[config.mk]
export PLATFORM = sky130hd
export DESIGN_NAME = ea_fixup_ctrl
export DESIGN_NICKNAME = d
export VERILOG_FILES = /design/src/rtl/ea_fixup_ctrl_pkg.sv /design/src/rtl/ea_fixup_ctrl.sv
export SDC_FILE = /design/constraint.sdc
export NUM_CORES = 1
export LEC_CHECK = 0
export ABC_AREA = 1
export BUFFER_PORTS_ARGS = -buffer_cell sky130_fd_sc_hd__buf_2
export CELL_PAD_IN_SITES_DETAIL_PLACEMENT = 1
export CELL_PAD_IN_SITES_GLOBAL_PLACEMENT = 2
export CORE_MARGIN = 10
export CORE_UTILIZATION = 29
export DETAILED_ROUTE_END_ITERATION = 7
export MAX_ROUTING_LAYER = met4
export PLACE_DENSITY = 0.74
export REMOVE_ABC_BUFFERS = 1
export SLEW_MARGIN = 20
export SYNTH_ARGS = -nofsm -noshare
export SYNTH_HDL_FRONTEND = slang
export SYNTH_SLANG_ARGS = --single-unit
[constraint.sdc]
create_clock -name clk -period 2.16 [get_ports clk]
set_clock_uncertainty 0.2 [all_clocks]
set_input_delay 0.216 -clock clk [delete_from_list [all_inputs] [get_ports clk]]
set_output_delay 0.216 -clock clk [all_outputs]
set_load 0.005 [all_outputs]
[src/rtl/ea_fixup_ctrl_pkg.sv]
// Shared definitions for the effective-address fix-up controller:
// mode encodings, controller state type and the page-cross helper.
package ea_fixup_ctrl_pkg;

   localparam logic [1:0] MODE_IDX_RD  = 2'b00;
   localparam logic [1:0] MODE_IDX_WR  = 2'b01;
   localparam logic [1:0] MODE_BRANCH  = 2'b10;
   localparam logic [1:0] MODE_PTR_INC = 2'b11;

   typedef enum logic [2:0] {
      ST_IDLE  = 3'd0,
      ST_LOAD  = 3'd1,
      ST_FIX   = 3'd2,
      ST_DUMMY = 3'd3,
      ST_DONE  = 3'd4
   } state_t;

   // Direction of the high-byte correction needed after the low-byte add.
   typedef struct packed {
      logic up;
      logic down;
   } cross_t;

   // The carry out of the 9-bit low-byte sum decides the fix-up. For an
   // unsigned index a carry always means the page moved up. For a signed
   // displacement a carry with a negative offset simply cancels the sign
   // extension, so only a positive offset with carry or a negative offset
   // without carry leaves the page.
   function automatic cross_t ea_cross(input logic [1:0] mode,
                                       input logic [7:0] base_l,
                                       input logic [7:0] offset);
      logic [8:0] sum;
      logic       carry;
      cross_t     r;
      sum    = {1'b0, base_l} + {1'b0, offset};
      carry  = sum[8];
      r.up   = 1'b0;
      r.down = 1'b0;
      case (mode)
         MODE_IDX_RD, MODE_IDX_WR: r.up = carry;
         MODE_BRANCH: begin
            r.up   = carry & ~offset[7];
            r.down = ~carry & offset[7];
         end
         default: ;
      endcase
      return r;
   endfunction

endpackage

[src/rtl/ea_fixup_ctrl.sv]
// Effective-address fix-up controller. Drives load/increment/decrement
// strobes to an external 16-bit address register so that indexed,
// branch-relative and pointer-increment address forms settle correctly
// when the low-byte add crosses a page.
// Optional feature: define EA_CROSS_COUNT_EN to add the 16-bit saturating
// cross_cnt output counting fix-up cycles.
module ea_fixup_ctrl
   import ea_fixup_ctrl_pkg::*;
#(
   parameter bit WRITE_DUMMY = 1'b1
) (
   input  logic        clk,
   input  logic        rst_n,
   input  logic        start,
   input  logic [1:0]  mode,
   input  logic [7:0]  base_l,
   input  logic [7:0]  base_h,
   input  logic [7:0]  offset,
   output logic        load_pc_l,
   output logic        load_pc_h,
   output logic        l_inc,
   output logic        h_inc,
   output logic        h_dec,
   output logic [7:0]  pcl_in,
   output logic [7:0]  pch_in,
   output logic        busy,
   output logic        done,
   output logic        page_cross,
`ifdef EA_CROSS_COUNT_EN
   output logic [15:0] cross_cnt,
`endif
   output logic        dummy_cycle
);

   state_t     state_reg, state_next;
   logic [1:0] mode_reg;
   logic [7:0] base_l_reg;
   logic [7:0] base_h_reg;
   logic [7:0] offset_reg;
   logic       page_cross_reg;
   cross_t     cr;
   logic       accept;
   logic       fix_entry;

   // Everything downstream works from the latched operands, never the live inputs.
   assign cr        = ea_cross(mode_reg, base_l_reg, offset_reg);
   assign accept    = (state_reg == ST_IDLE) && start;
   assign fix_entry = (state_reg == ST_LOAD) && (state_next == ST_FIX);

   // State register, operand latch and held page-cross flag.
   always_ff @(posedge clk or negedge rst_n) begin
      if (!rst_n) begin
         state_reg      <= ST_IDLE;
         mode_reg       <= '0;
         base_l_reg     <= '0;
         base_h_reg     <= '0;
         offset_reg     <= '0;
         page_cross_reg <= 1'b0;
      end else begin
         state_reg <= state_next;
         if (accept) begin
            mode_reg       <= mode;
            base_l_reg     <= base_l;
            base_h_reg     <= base_h;
            offset_reg     <= offset;
            page_cross_reg <= 1'b0;
         end else if (state_reg == ST_LOAD) begin
            page_cross_reg <= cr.up | cr.down;
         end
      end
   end

   // Next-state logic and Moore output decode.
   always_comb begin
      state_next  = state_reg;
      load_pc_l   = 1'b0;
      load_pc_h   = 1'b0;
      l_inc       = 1'b0;
      h_inc       = 1'b0;
      h_dec       = 1'b0;
      pcl_in      = 8'h00;
      pch_in      = 8'h00;
      busy        = 1'b1;
      done        = 1'b0;
      dummy_cycle = 1'b0;
      case (state_reg)
         ST_IDLE: begin
            busy = 1'b0;
            if (start) begin
               state_next = (mode == MODE_PTR_INC) ? ST_DONE : ST_LOAD;
            end
         end
         ST_LOAD: begin
            load_pc_l = 1'b1;
            load_pc_h = 1'b1;
            pcl_in    = base_l_reg + offset_reg;
            pch_in    = base_h_reg;
            if (cr.up || cr.down) begin
               state_next = ST_FIX;
            end else if ((mode_reg == MODE_IDX_WR) && WRITE_DUMMY) begin
               state_next = ST_DUMMY;
            end else begin
               state_next = ST_DONE;
            end
         end
         ST_FIX: begin
            h_inc      = cr.up;
            h_dec      = cr.down;
            state_next = ST_DONE;
         end
         ST_DUMMY: begin
            dummy_cycle = 1'b1;
            state_next  = ST_DONE;
         end
         ST_DONE: begin
            done       = 1'b1;
            l_inc      = (mode_reg == MODE_PTR_INC);
            state_next = ST_IDLE;
         end
         default: begin
            busy       = 1'b0;
            state_next = ST_IDLE;
         end
      endcase
   end

   assign page_cross = page_cross_reg;

`ifdef EA_CROSS_COUNT_EN
   logic [15:0] cnt_reg;

   // Count fix-up cycles, sticking at all-ones rather than wrapping.
   always_ff @(posedge clk or negedge rst_n) begin
      if (!rst_n) begin
         cnt_reg <= '0;
      end else if (fix_entry && (cnt_reg != 16'hFFFF)) begin
         cnt_reg <= cnt_reg + 16'd1;
      end
   end

   assign cross_cnt = cnt_reg;
`else
   logic unused_fix_entry;
   assign unused_fix_entry = fix_entry;
`endif

endmodule

# Word-level counts from Yosys, hierarchy flattened
# Index checks and enable logic that the tools add are counted.
word_totals:
  reg_bits: 30
  inputBits: 29
  output_inout_bits: 25
  word_cells: 48
classes:
  addsub: 2
  n_eq_ne: 9
  muxes: 18
  bitwise: 5
  n_reduce_logical: 8
op_table:
  columns: ["op", "count"]
  rows:
  - ["2-to-1 mux 8 bit", 2]
  - ["2-to-1 mux 3 bit", 4]
  - ["2-to-1 mux 1 bit", 10]
  - ["adder 8 x 8 -> 9 bit", 1]
  - ["case mux 3 bit (3 select lines)", 1]
  - ["adder 8 bit", 1]
  - ["equality test 2 bit, second input constant", 3]
  - ["equality test 3 x 2 -> 1 bit, second input constant", 2]
  - ["OR reduction 2 bit", 2]
  - ["OR reduction 4 bit", 1]
  - ["equality test 3 x 1 -> 1 bit, second input constant", 1]
  - ["equality test 3 bit, second input constant", 1]
  - ["logical NOT 3 bit", 1]
  - ["bitwise AND 1 bit", 2]
  - ["equality test 2 x 1 -> 1 bit, second input constant", 1]
  - ["logical NOT 2 bit", 1]
  - ["inequality test 2 bit, second input constant", 1]
  - ["NOT 1 bit", 2]
  - ["case mux 1 bit (2 select lines)", 1]
  - ["nonzero test 2 bit", 1]
  - ["logical AND 1 bit", 1]
  - ["logical OR 1 bit", 1]
  - ["bitwise OR 1 bit", 1]

# Longest topological paths before layout
depth:
  depth_word: 7
  mapped_depth: 12
  mapped_depth_nobuf: 12

# Least setup slack after synthesis
# No wires, ideal clock.
synth_timing:
  path_kind: "register -> output"
  from: "register base_l_reg[0]"
  to: "output pcl_in[6]"
  arrival_time_ns: 1.535
  required_time_ns: 1.744
  setup_slack_ns: 0.209
  path_stages_with_launch: 11
  path_buffers: 0
  cell_sequence: "dfrtp_1 > ha_1 > inv_1 > fa_1 > inv_1 > nand3_1 > nand2_1 > nand2_1 > o21bai_1 > o21ai_1 > a21oi_1"
synth_between:
  elab_chain_len: 2
synth_rtl:
  columns: ["item", "line", "text"]
  rows:
  - ["start: declaration", "ea_fixup_ctrl.sv:37", "logic [7:0] base_l_reg;"]
  - ["start signal: assignment", "ea_fixup_ctrl.sv:63", "base_l_reg <= base_l;"]
  - ["adder 8 bit", "ea_fixup_ctrl.sv:96", "pcl_in = base_l_reg + offset_reg;"]
  - ["2-to-1 mux 8 bit", "ea_fixup_ctrl.sv:86", "case (state_reg)"]
  - ["end: declaration", "ea_fixup_ctrl.sv:24", "output logic [7:0] pcl_in,"]
# No other way between the ends.

# Worst setup path in the final report
# Same ends and word-level chain as after synthesis.

==> results.ini <==
[run_status]
status = finished, violations left
violations = setup timing

[synth]
synth_compound_area_share_pct = 11.3
yosys_register_bits = 30
synth_top_family_by_area = simple AND/OR/NAND/NOR gates
synthAdderAreaFrac_pct = 6.80
synth-main-ff-cell = dfrtp_1
yosys.cell_count.top_type = inv_1
netlist.area_leader.share_pct = 42.5
yosysTopAreaCell = dfrtp_1
syn_inst = 200
synth_mux_area_share_pct = 10.8
synthXorXnorAreaFrac_pct = 0
synth.avg_cell_area_um2 = 8.83
synth_edf_count = 0
synth_seq_area_share_pct = 42.5
async_flop_share_pct = 100
ys_types = 28
synth_common_cells = inv_1, dfrtp_1, nor2_1, nand2_1, a21oi_1
yosys-top-cells-area = dfrtp_1, mux2_4, inv_1
yosys.area_share.simple_pct = 17.8
synth_warnings = 0
synthesis.area_um2 = 1770

[finish]
finalNetCount = 343
areaGrowthSynthToFinish_pct = 55.3
utilization_pct = 46.3
drive_above_1_share_pct = 42.2
diodes = 0
fin_area_um2 = 2740

[run]
maxCapViolations = 0

[power_and_ir_drop]
leakagePower_nw = 1.45
peakVddDrop_mv = 0.533
finalPower_mw = 4.58
p_per_area_nw_per_um2 = 1670

[sta]
fin_crit_sh_pct = 111
fin_ws_ns = -0.235
fmax_mhz = 418
slew_violations = 0
grt_setup_unrepaired = yes
layout_min_cycle_time_ns = 2.39
timing.hold.ws_ns = 0.00672
tightest_slew_ns = 0.689
tns_ns = -0.528
slew-limit-headroom_pct = 54.0
hold_viol_final = 0
setup_viol = 6

[detailed_routing]
post-route-drc-count = 0
wire_per_inst_um = 14.7
drt-initial-drc-count = 31
route.vias.total = 1710
ant_nets = 0
wl_um = 5610
avgViaCountPerCell = 4.49
first_pass_iters = 4

[worst_setup_path]
worst-path-stages = 11
cpMaxStageDelayCell = dfrtp_1
path_cells = ha_2, inv_2, fa_2, inv_2, nand3_2, nand2_2, nand2_2, o21bai_1, o21ai_1, a21oi_1, buf_2
worstPathArrival_ns = 1.98
worstPathRequired_ns = 1.74
cp.buffers_inverters = 3
cp_max_fo = 3
critPathTopFamily = adder cells
critPathLaunchType = flop
ff2ff_path_depth = 13
cp-end-kind = primary output
max_stage_delay_ns = 0.37
crit_type = reg2out

[clock_network]
cts_root_buf = clkbuf_8
htreeDepth = 2
cts_tree = yes
path_clk_slew_ns = 0.07
clock_sinks = 30
worstSkewPairLatency_ns = 0.29
clock_path_buffers = 2
numCtsBuffers = 5

[global_route]
grt_pass1_vias = 1869
grt_pass1_wl_um = 9070
grt-ovfl-total = 0
grt_usage_pct = 11.8
grt_max_degree = 41
antenna_found_initial = 0

[placed_design]
gp_congestion = 0.768
io_buffer_count = 53
hpwlAfterDp_um = 3670
placed_area_um2 = 2140

[floorplanning]
io_pins = 54
die_h_um = 98.1
dieArea_um2 = 9610
coreArea_um2 = 5920
num_rows = 28
floorplan.initialDensity_pct = 29.8
die_x_um = 98.1

[hold_path]
holdPathStages = 3
hold_class = in2reg

## what timing repair did
action,in CTS,in global routing
buffers inserted,10,7
cloned,0,0
pin swaps,14,8
gates resized for setup,18,5
hold buffers,25,0
endpoints found under the hold margin,54,0
setup endpoints to repair,8,10
## worst min-delay path, delay by kind of cell
family | cells | cell delay, ns
buffers and inverters | 2 | 0.16
AO/OA/AOI/OAI | 1 | 0.07
## kinds of logic after synthesis
| kind of cell | after synthesis |
|---|---|
| buf+inv | 42 |
| flops | 30 |
| simple gates | 72 |
| fa+ha+maj | 9 |
| compound gates | 34 |
| mux | 13 |
## layout make-up
class	count	area, um^2
sequential	30	751
fill	730	3180
multi-input combinational	128	936
inverter	35	131
clock inverter	2	37.5
clock buffer	6	72.6
tap	75	93.8
timing repair buffer	105	722
## layout by cell type (no fill, tap or decap), types with 6 or more instances in the layout
cell type      netlist  routed
mux2_4              12      12
nand3_1              8       6
buf_2                1      53
a21oi_2              5       6
buf_4                2      26
dlygate4sd3_1        0      25
nor2_1              30      30
dfrtp_1             30      30
nand2_1             20      17
a21oi_1             16      14
o21ai_1              6       6
inv_1               33      31
## through the flow
step	cells	worst slack [ns]
after global routing	381	-0.391
after detailed placement	331	-0.0180
after global placement	331	0.0490
after floorplan	193	0.179
final	381	-0.235
after CTS	374	-0.264
## path summary, 6_finish.rpt
| check | startpoint | to | slack (ns) |
|---|---|---|---|
| max reg2reg | base_l_reg[0]$_DFFE_PN0P_ | page_cross$_DFFE_PN0P_ | 0.15 |
| max in group asynchronous | rst_n | state_reg[2]$_DFFE_PN0P_ | 0.99 |
| min in group asynchronous | rst_n | base_h_reg[0]$_DFFE_PN0P_ | 0.33 |
| min reg2reg | base_l_reg[7]$_DFFE_PN0P_ | base_l_reg[7]$_DFFE_PN0P_ | 0.31 |
| min | mode[0] | mode_reg[0]$_DFFE_PN0P_ | 0.007 |
| max | base_l_reg[0]$_DFFE_PN0P_ | pcl_in[6] | -0.23 |
## report_power, final
group | switching (mW) | internal [mW] | total, mW
logic | 1.46 | 1.50 | 2.96
registers | 0.216 | 0.840 | 1.06
clock network | 0.222 | 0.344 | 0.565
total | 1.90 | 2.69 | 4.58
## per-layer routing
layer	share of wire, %	global-route usage, %	vias to the layer above
li1	-	-	852
met1	42	12.9	819
met2	54	20.6	32
met3	2.7	2.40	7
met4	1.3	4.03	0
met5	0	-	-
Note: power is estimated with default switching activity, not from simulation.
